$ cat src/rtl/apb_master.sv
// apb_master: single-outstanding APB requester.
// A local command (valid/ready) becomes one APB SETUP/ACCESS transfer. The
// response, carrying read data, slave error and timeout status, is returned
// over a valid/ready channel. Wait states are bounded by TIMEOUT_CYCLES
// (0 = unbounded).
module apb_master #(
    parameter int DATA_WIDTH     = 32,
    parameter int ADDR_WIDTH     = 32,
    parameter int TIMEOUT_CYCLES = 16
) (
    input  logic                  PCLK,
    input  logic                  PRESET,
    // command channel
    input  logic                  CmdVALID,
    output logic                  CmdREADY,
    input  logic [ADDR_WIDTH-1:0] CmdADDR,
    input  logic                  CmdWRITE,
    input  logic [DATA_WIDTH-1:0] CmdWDATA,
    // response channel
    output logic                  RspVALID,
    input  logic                  RspREADY,
    output logic [DATA_WIDTH-1:0] RspRDATA,
    output logic                  RspSLVERR,
    output logic                  RspTIMEOUT,
    // APB bus
    output logic                  PSELx,
    output logic                  PENABLE,
    output logic [ADDR_WIDTH-1:0] PADDR,
    output logic                  PWRITE,
    output logic [DATA_WIDTH-1:0] PWDATA,
    input  logic                  PREADY,
    input  logic [DATA_WIDTH-1:0] PRDATA,
    input  logic                  PSLVERR
);

    // Wait counter is wide enough to hold TIMEOUT_CYCLES; at least one bit.
    localparam int CNT_W = (TIMEOUT_CYCLES < 1) ? 1 : $clog2(TIMEOUT_CYCLES + 1);
    localparam logic [CNT_W-1:0] CNT_ONE    = CNT_W'(1);
    localparam logic [CNT_W-1:0] CNT_MAX    = {CNT_W{1'b1}};
    localparam logic [CNT_W-1:0] CNT_LIMIT  = CNT_W'(TIMEOUT_CYCLES);
    localparam logic             TIMEOUT_EN = (TIMEOUT_CYCLES != 0);

    typedef enum logic [1:0] {
        ST_IDLE   = 2'd0,
        ST_SETUP  = 2'd1,
        ST_ACCESS = 2'd2
    } state_t;

    state_t                state_r;
    logic                  psel_r;
    logic                  penable_r;
    logic [ADDR_WIDTH-1:0] paddr_r;
    logic                  pwrite_r;
    logic [DATA_WIDTH-1:0] pwdata_r;
    logic                  rsp_valid_r;
    logic [DATA_WIDTH-1:0] rsp_rdata_r;
    logic                  rsp_slverr_r;
    logic                  rsp_timeout_r;
    logic [CNT_W-1:0]      wait_cnt_r;

    logic                  cmd_ready_s;
    logic                  cmd_hs_s;
    logic                  rsp_hs_s;

    // Accept a command only when idle and any held response is leaving this cycle.
    always_comb begin
        cmd_ready_s = 1'b0;
        if (!PRESET && (state_r == ST_IDLE) && (!rsp_valid_r || RspREADY)) begin
            cmd_ready_s = 1'b1;
        end else begin
            cmd_ready_s = 1'b0;
        end
        cmd_hs_s = CmdVALID && cmd_ready_s;
        rsp_hs_s = rsp_valid_r && RspREADY;
    end

    // Transfer sequencer: IDLE -> SETUP -> ACCESS, with response capture and hold.
    always_ff @(posedge PCLK) begin
        if (PRESET) begin
            state_r       <= ST_IDLE;
            psel_r        <= 1'b0;
            penable_r     <= 1'b0;
            paddr_r       <= {ADDR_WIDTH{1'b0}};
            pwrite_r      <= 1'b0;
            pwdata_r      <= {DATA_WIDTH{1'b0}};
            rsp_valid_r   <= 1'b0;
            rsp_rdata_r   <= {DATA_WIDTH{1'b0}};
            rsp_slverr_r  <= 1'b0;
            rsp_timeout_r <= 1'b0;
            wait_cnt_r    <= {CNT_W{1'b0}};
        end else begin
            // A consumed response drops valid; fields keep their values.
            if (rsp_hs_s) begin
                rsp_valid_r <= 1'b0;
            end
            case (state_r)
                ST_IDLE: begin
                    if (cmd_hs_s) begin
                        paddr_r   <= CmdADDR;
                        pwrite_r  <= CmdWRITE;
                        pwdata_r  <= CmdWDATA;
                        psel_r    <= 1'b1;
                        penable_r <= 1'b0;
                        state_r   <= ST_SETUP;
                    end
                end
                ST_SETUP: begin
                    penable_r  <= 1'b1;
                    wait_cnt_r <= {CNT_W{1'b0}};
                    state_r    <= ST_ACCESS;
                end
                ST_ACCESS: begin
                    if (PREADY) begin
                        psel_r        <= 1'b0;
                        penable_r     <= 1'b0;
                        state_r       <= ST_IDLE;
                        rsp_valid_r   <= 1'b1;
                        rsp_rdata_r   <= pwrite_r ? {DATA_WIDTH{1'b0}} : PRDATA;
                        rsp_slverr_r  <= PSLVERR;
                        rsp_timeout_r <= 1'b0;
                    end else if (TIMEOUT_EN && (wait_cnt_r == CNT_LIMIT)) begin
                        // Too many wait states: abandon the transfer with an error.
                        psel_r        <= 1'b0;
                        penable_r     <= 1'b0;
                        state_r       <= ST_IDLE;
                        rsp_valid_r   <= 1'b1;
                        rsp_rdata_r   <= {DATA_WIDTH{1'b0}};
                        rsp_slverr_r  <= 1'b1;
                        rsp_timeout_r <= 1'b1;
                    end else if (wait_cnt_r != CNT_MAX) begin
                        wait_cnt_r <= wait_cnt_r + CNT_ONE;
                    end
                end
                default: begin
                    state_r   <= ST_IDLE;
                    psel_r    <= 1'b0;
                    penable_r <= 1'b0;
                end
            endcase
        end
    end

    assign CmdREADY   = cmd_ready_s;
    assign RspVALID   = rsp_valid_r;
    assign RspRDATA   = rsp_rdata_r;
    assign RspSLVERR  = rsp_slverr_r;
    assign RspTIMEOUT = rsp_timeout_r;
    assign PSELx      = psel_r;
    assign PENABLE    = penable_r;
    assign PADDR      = paddr_r;
    assign PWRITE     = pwrite_r;
    assign PWDATA     = pwdata_r;

endmodule

$ cat config.mk
export PLATFORM = sky130hd
export DESIGN_NAME = apb_master
export DESIGN_NICKNAME = d
export VERILOG_FILES = /design/src/rtl/apb_master.sv
export SDC_FILE = /design/constraint.sdc
export NUM_CORES = 1
export LEC_CHECK = 0
export BUFFER_PORTS_ARGS = -buffer_cell sky130_fd_sc_hd__buf_2
export CELL_PAD_IN_SITES_DETAIL_PLACEMENT = 1
export CELL_PAD_IN_SITES_GLOBAL_PLACEMENT = 1
export CORE_MARGIN = 1.5
export CORE_UTILIZATION = 36
export CTS_CLUSTER_DIAMETER = 100
export DETAILED_ROUTE_END_ITERATION = 12
export GPL_TIMING_DRIVEN = 0
export PLACE_DENSITY_LB_ADDON = 0.1
export SYNTH_ARGS = -nofsm -noshare
export SYNTH_HDL_FRONTEND = slang
export SYNTH_SLANG_ARGS = --single-unit
$ cat constraint.sdc
create_clock -name PCLK -period 5.6 [get_ports PCLK]
set_input_delay 0 -clock PCLK [delete_from_list [all_inputs] [get_ports PCLK]]
set_output_delay 0 -clock PCLK [all_outputs]
set_load 0.02 [all_outputs]
==> results.txt, run 1 <==
Synthesis inferred 108 register bits. The first global-routing pass estimated 20.5 mm of wire. For this design the ratio of total power to cell area is 285 nW/µm². STA classifies the critical path startpoint as a flip-flop.

The total power is 0.00190 W. The number of primary I/O pins is 206. The site row count is 38. The final-stage net count came out at 771. By area the synthesized netlist is led by sky130_fd_sc_hd__dfxtp_1 52%, sky130_fd_sc_hd__mux2_2 18%, sky130_fd_sc_hd__nor2b_1 9.9%, sky130_fd_sc_hd__a32o_1 7.8%, sky130_fd_sc_hd__clkbuf_1 1.3%. The clock net in this run drives a total of 108 sinks. The post-synthesis average cell area is 11.7 µm². Entering global routing, the biggest net connects 17 pins. The total count of max-transition violations in the final report came to 0. The final-layout setup total negative slack is 0 ns. After synthesis, the netlist uses 39 different library cells. The post-detailed-route wirelength per cell came out at between 15 and 20 µm. For the worst setup path, the data required time is 5.88 ns. In this run the static leakage power is about 3.2 nW.

Buffers added to address setup during post-CTS repair amount to 0. The number of failing setup endpoints in the final timing report came out at 0. At the worst endpoint, the arrival time is roughly 2.4 ns. Timing would allow up to between 0.4 and 0.5 GHz. Walking the worst path, the cells encountered are inv_1 -> ha_1 -> nor4bb_1 -> clkbuf_1 -> o21ai_1 -> buf_2 -> a32o_1. The library cell contributing the largest single delay on the critical path is sky130_fd_sc_hd__o21ai_1.

In this design, the stage delay of the slowest critical-path cell is between 0.5 and 0.6 ns. The global routing met1 resource utilization is 23.4%. The floorplan die area came out at ~12000 µm².

Global routing finished with a remaining overflow of 0. The worst setup slack after placement is 3.46 ns. The total via count after detailed routing came out at between 3000 and 4000. The share of the Yosys chip area taken by registers is 52.4%. After global routing, the most crowded layer is met2. The starting density of the core came out at 37.5%. TritonCTS built the clock tree. The final critical delay including setup and external delays came out at 2.15 ns. The number of failing hold endpoints at the final stage was 0.

The met3 usage in global routing came out at 5.94%. The total standard cell area after synthesis is about 4100 µm². Clock-pin slew was measured on the worst setup and hold paths at 0.07 ns. The cell sitting at the root of the clock tree is a sky130_fd_sc_hd__clkbuf_16. Setup repair after global routing left no endpoint under its margin. The net count after synthesis came out at 457. STA classifies the critical path endpoint as a flip-flop. The number of H-tree levels came out at 3. The routed wire length is between 10 and 15 mm.

The die outline width is around 110 µm. The port buffer count is ~200. Dividing the final minimum period by the clock period gives 38.5%. The library cell occupying the most area in the post-synthesis netlist is sky130_fd_sc_hd__dfxtp_1. Across all setup checks in the final design, the least slack found is approximately 3.4 ns. The number of buffers added by the clock tree synthesis step is 9. The worst setup path is of the flip-flop to flip-flop kind. The net switching fraction of the power is approximately a quarter.

The fraction of power consumed by sequential logic is 44.1%. The number of buffers between clock root and the deepest sink came out at 2. The number of routed nets with antenna violations came out at 0. Relative to the synthesized area, the layout overhead comes to 61.6%. The detail-routed via count per cell is 4.77. The detailed placer's ending HPWL is between 8 and 9 mm.

The number of antenna diodes in the final layout is 0. The number of antenna violations at the first check in global routing is 0. The count of placed standard cells including taps came out at about 700. The layout cell share with drive strength beyond 1 is 45.1%.

The combinational fraction of design power came out at around 17%. The worst voltage drop across the vdd grid came out at 0.151 mV. The last weighted congestion value of the routability-driven placer came out at 0.743.

For met2 alone, demand over resource in global routing was 43.2%. The Yosys step of the flow raised 0 warnings. The via count of the first global-routing pass is 4162.

The flow ran to the end, and the final reports show no timing, DRC or antenna violations. The number of instances resized during post-cts repair came out at 0. The total of hold buffers inserted after clock tree synthesis is 99.

The core area is 11000 µm². The number of instances in the synthesized netlist is 351. The slew of the pin with the lowest slew margin came out at 0.681 ns. The maximum clock skew at final layout came out at roughly 0.0042 ns. The total global routing track utilization is between 20% and 30%. Internal power comes to 0.00144 W. The later-pin clock latency in the skew report came out at 0.34 ns. The net load switching power is about 0.00046 W. The remaining max-slew budget at the tightest pin is 53.9%. The number of DRC markers after the initial detailed-route iteration came out at 110.

The number of max-cap violations came out at 0. The area share of the leading cell type in the synthesized netlist is 52.4%. The die extent in y is roughly 110 µm.

The first-pass iteration count of the detailed router is 4. The clock group share of total power is 39.3%. The tightest min-delay check is of the primary input to flip-flop type.

Along the worst path, the maximum fanout reaches 10. The final instance count without filler cells is 810. The number of design rule violations left after detail routing came out at 0.
-- worst paths after layout --
| path | cells past startpoint | slack (ns) | end | from |
|---|---|---|---|---|
| max reg2reg | 7 | 3.45 | RspRDATA[8] | wait_cnt_r[0] |
| min | 3 | 0.03 | RspSLVERR | PSLVERR |
| min reg2reg | 2 | 0.46 | RspSLVERR | RspSLVERR |
| max | 7 | 3.45 | RspRDATA[8] | wait_cnt_r[0] |
-- critical path, delay by kind of cell (launching register included) --
family | cells | cell delay [ns]
AOI/OAI and AO/OA | 2 | 0.74
buffers and inverters | 3 | 0.62
DFF | 1 | 0.38
adders and majority gates | 1 | 0.21
and+or+nand+nor | 1 | 0.14
-- cells in the mapped netlist, drive strengths merged --
cell,n
a32o,32
or2b,1
o211ai,3
nand3,6
or4b,2
or4,2
a211oi,1
and3b,1
and2b,1
and2,1
nor2,2
clkbuf,16
mux2,65
nand4,1
and3,2
buf,12
inv,8
a31oi,2
nand3b,1
nor2b,65
or3,1
a221oi,2
and4b,1
ha,3
a21oi,5
o21ai,2
dfxtp,108
or3b,1
nor4bb,1
nor4b,1
nand2b,1
or4bb,1
-- cells in the final DEF, fill, tap and decap left out, drive strengths merged --
cell	synthesis	routed
clkinv	0	1
buf	12	216
or3b	1	1
or4bb	1	1
nor2b	65	65
or2b	1	1
nand2b	1	1
and4b	1	1
nand3	6	6
a221oi	2	2
inv	8	8
nor4bb	1	1
nand3b	1	1
or3	1	1
o211ai	3	3
or4b	2	2
nand4	1	1
nor2	2	2
and3	2	2
and2	1	1
a21oi	5	5
clkbuf	16	28
or4	2	2
bufinv	0	3
dlygate4sd3	0	99
a211oi	1	1
a32o	32	32
mux2	65	65
dfxtp	108	108
and3b	1	1
and2b	1	1
nor4b	1	1
o21ai	2	2
a31oi	2	2
ha	3	3
-- per-layer routing --
layer | up-vias | wire [µm]
met2 | 123 | 7320
li1 | 1880 | -
met3 | 16 | 913
met5 | - | 0
met1 | 1843 | 5090
met4 | 0 | 245
-- registers in the layout (all words and copies together), names as in the netlist --
name,cells
PADDR,32
PENABLE,1
PSELx,1
PWDATA,32
PWRITE,1
RspRDATA,32
RspSLVERR,1
RspTIMEOUT,1
RspVALID,1
state_r,1
wait_cnt_r,5
-- through the flow --
step | hold slack (ns) | utilization (%) | area, µm²
after floorplan | 0.126 | - | 4120
after global placement | 0.210 | 48.4 | 5320
after detailed placement | 0.217 | 48.4 | 5320
after CTS | 0.0302 | 60.7 | 6660
after global routing | 0.0549 | 60.7 | 6660
final | 0.0337 | 60.7 | 6660
-- kinds of logic (layout without fill, tap and decap cells) --
family | after synthesis | count (layout) | share of synthesized area [%]
compound gates | 47 | 47 | 10.1
fa+ha+maj | 3 | 3 | 0.910
buf+inv | 36 | 355 | 4.13
flops | 108 | 108 | 52.4
mux | 65 | 65 | 17.7
simple gates | 92 | 92 | 14.7
-- power by group through the flow --
stage | Sequential [W] | Clock, W | Combinational [W]
final | 0.000836 | 0.000745 | 0.000316
after floorplan | 0.000908 | 0 | 0.0000962
after CTS | 0.000835 | 0.000754 | 0.000315
after global routing | 0.000841 | 0.000787 | 0.000340
after detailed placement | 0.000852 | 0 | 0.000259
after global placement | 0.000850 | 0 | 0.000253
-- final cells by class --
| cell class | count | area (µm²) |
|---|---|---|
| clock inverter | 4 | 95.1 |
| tap | 140 | 175 |
| multi-input combinational | 207 | 1790 |
| sequential | 108 | 2160 |
| timing repair buffer | 303 | 2010 |
| clock buffer | 12 | 256 |
| fill | 1221 | 4320 |
| inverter | 8 | 30.0 |
| buffer | 28 | 140 |
Note: power is estimated with default switching activity, not from simulation.
==> inputs of run 2 (changes only) <==
--- a/config.mk
+++ b/config.mk
@@ -9,7 +9,7 @@
 export CELL_PAD_IN_SITES_DETAIL_PLACEMENT = 1
 export CELL_PAD_IN_SITES_GLOBAL_PLACEMENT = 1
 export CORE_MARGIN = 1.5
-export CORE_UTILIZATION = 36
+export CORE_UTILIZATION = 34
 export CTS_CLUSTER_DIAMETER = 100
 export DETAILED_ROUTE_END_ITERATION = 12
 export GPL_TIMING_DRIVEN = 0
==> constraint.sdc (replaced) <==
create_clock -name PCLK -period 2.2 [get_ports PCLK]
set_input_delay 0 -clock PCLK [delete_from_list [all_inputs] [get_ports PCLK]]
set_output_delay 0 -clock PCLK [all_outputs]
set_load 0.02 [all_outputs]
==> run 2 against run 1 <==
Sequential power increased to 2.5 times the previous value; hold slack improved by 0.017 ns; global-route usage fell by 2.8 points; first-iteration DRC count down 5.5%; largest power group unchanged; die area up 5.7%; total power up 140%; routed wire length is 6.4% lower; flip-flop and latch count is the same.
==> results.txt, run 2 (synthesis results as in run 1) <==
The flow ran to the end, and the final reports show no timing, DRC or antenna violations. The core area is 11900 µm² (+8.5%). The category of the worst setup path capture point is a flip-flop. The maximum clock skew at final layout was 0.00826 ns (+0.00405 ns).

The number of buffers added by the clock tree synthesis step came out at 9 (unchanged). The routed wire length is 12.7 mm (-6.4%). The tree is rooted in a sky130_fd_sc_hd__clkbuf_16. The starting density of the core is 34.6% (-2.9 points). The maximum net fanout on the critical path came to 4 (-6). The later-pin clock latency in the skew report is 0.34 ns (about the same). The critical path is of the flip-flop to flip-flop type.

The total inserted antenna cells came out at 0 (unchanged). The first-pass GRT wire length was 20.1 mm (-2.0%). The number of DRC markers after the initial detailed-route iteration is 104 (-5.5%).

In this run the most critical hold path is launched from PSLVERR. The final critical delay including setup and external delays came to 2.13 ns (-0.0257 ns). The final-stage net count came out at 772 (+0.13%).

The worst voltage drop across the vdd grid was 0.295 mV (+96%). The post-detailed-route wirelength per cell came out at 15.5 µm (-7.3%). The via count of the first global-routing pass is 4133 (-0.70%). The final-layout setup total negative slack is 0 ns (unchanged). The areal power density over the cells came out at 685 nW/µm² (+140%).

The area added between synthesis and finish is 60.7%. The total count of max-transition violations in the final report came out at 0 (unchanged). The leakage power of the design came out at 3.15 nW (-0.65%).

The detailed placer's ending HPWL was 8.61 mm (-2.8%). The count of placed standard cells including taps came out at 702 (+1.0%). The required time of the critical path was 2.47 ns (-3.41 ns). The total global routing track utilization came out at 19.8% (-2.8 points). The die outline width is 113 µm (+2.8%).

The port buffer count came out at 204 (unchanged). The first-pass iteration count of the detailed router is 4 (unchanged). The number of sinks on the clock net is 108 (unchanged). The number of max-cap violations is 0 (unchanged). The final worst setup slack came out at 0.0715 ns (-3.37 ns). TritonCTS built the clock tree. The site row count came to 40 (+5.3%). The number of buffers between clock root and the deepest sink is 2 (unchanged). The number of primary I/O pins came to 206 (unchanged). The area of combinational cells with multiple inputs came out at 1800 µm² (+0.21%). The number of failing hold endpoints at the final stage came out at 0 (unchanged). The clock transition at the register clock pins on the worst setup and hold paths after CTS is 0.07 ns (about the same). The last weighted congestion value of the routability-driven placer is 0.739 (-0.58%). The startpoint kind of the worst setup timing path is a flip-flop.

In this run the critical register-to-register path is launched from wait_cnt_r[0]. The remaining max-slew budget at the tightest pin came out at 61.0% (+7.1 points). In the layout the commonest cells are 211 x sky130_fd_sc_hd__buf_2, 106 x sky130_fd_sc_hd__dfxtp_1, 99 x sky130_fd_sc_hd__dlygate4sd3_1, 65 x sky130_fd_sc_hd__nor2b_1, 65 x sky130_fd_sc_hd__mux2_2. The post-route standard cell area excluding fillers was 6630 µm² (-0.51%). The number of antenna violations at the first check in global routing came out at 0 (unchanged). The slew of the pin with the lowest slew margin came out at 0.577 ns (-0.105 ns). The total via count after detailed routing came out at 3842 (-0.52%). The number of H-tree levels came to 3 (unchanged).

The worst setup slack after placement came out at 0.0803 ns (-3.38 ns). The total of fill cells in the finished design came out at 1357 (+11%). The ratio of final minimum period to clock period came out at 96.8% (+58 points). The layout cell share with drive strength beyond 1 came out at 45.5% (+0.38 points). The number of design rule violations left after detail routing is 0 (unchanged). The number of routed nets with antenna violations was 0 (unchanged). The most critical setup path has its startpoint at wait_cnt_r[0]. The maximum clock frequency came out at 0.470 GHz (+1.2%). The worst hold path belongs to the class primary input to flip-flop. The floorplan die area is 12800 µm² (+5.7%).

The sequential cell area is 2160 µm² (+0.12%). The critical path data arrival time is 2.40 ns (-0.04 ns). Leaving out fill and tap cells, the most frequent cell in the layout is sky130_fd_sc_hd__buf_2. Setup repair after global routing left no endpoint under its margin. The detail-routed via count per cell is 4.70 (-1.5%). The final instance count without filler cells is 818 (+0.99%). The total cell area at the placement stage is 5330 µm² (+0.16%).

The number of failing setup endpoints in the final timing report came out at 0 (unchanged). The die extent in y came out at 113 µm (+2.8%). The largest net degree at the start of global routing is 17 (unchanged).

The global route total overflow came out at 0 (unchanged).
[run 2: changes by cell type in the layout (fill, tap and decap cells not counted), sizes merged]
cell    change
bufinv      -2
clkinv      +2
buf         +1
[run 2: final timing paths]
path	to	depth (start not counted)	slack, ns
setup / recovery	wait_cnt_r[2]	6	0.07
hold / removal	RspSLVERR	3	0.05
setup reg to reg	wait_cnt_r[2]	6	0.07
hold reg to reg	RspSLVERR	2	0.46
[run 2: final cells by class]
class	count	area share, %
Inverter	8	0.453
Buffer	28	2.11
Clock buffer	12	3.72
Timing Repair Buffer	304	30.5
Sequential cell	108	32.7
Tap cell	147	2.77
Clock inverter	4	0.736
Multi-Input combinational cell	207	27.1
[run 2: worst max-delay path, stage by stage (launching register included)]
cell and delay, ns:
sky130_fd_sc_hd__dfxtp_2 0.34, sky130_fd_sc_hd__ha_1 0.21, sky130_fd_sc_hd__and3_1 0.18, sky130_fd_sc_hd__ha_1 0.21, sky130_fd_sc_hd__or3b_2 0.47, sky130_fd_sc_hd__or4b_1 0.48, sky130_fd_sc_hd__a31oi_1 0.17
[run 2: timing repair]
action | in CTS | in global routing
hold buffers | 99 | 0
endpoints found under the setup margin | 0 | 32
endpoints found under the hold margin | 101 | 0
setup buffers | 0 | 1
resized for setup | 0 | 3
[run 2: routing by layer]
layer	part of all wire [%]	track usage, %
met1	39	21.3
met2	51	35.9
met3	6.9	5.41
met4	3.1	9.50
met5	0	0
[run 2: power breakdown]
| part | leakage (nW) | internal, W | switching (W) |
|---|---|---|---|
| logic | 2.12 | 0.000417 | 0.000381 |
| registers | 0.885 | 0.00207 | 0.0000540 |
| clock network | 0.147 | 0.000914 | 0.000704 |
[run 2: stage by stage]
step | power [W] | util, % | hold WS [ns]
final | 0.00454 | 55.7 | 0.0507
after global routing | 0.00475 | 55.7 | 0.0446
after CTS | 0.00460 | 55.5 | 0.0337
after detailed placement | 0.00283 | 44.7 | 0.214
after global placement | 0.00281 | 44.7 | 0.210
after floorplan | 0.00255 | - | 0.126
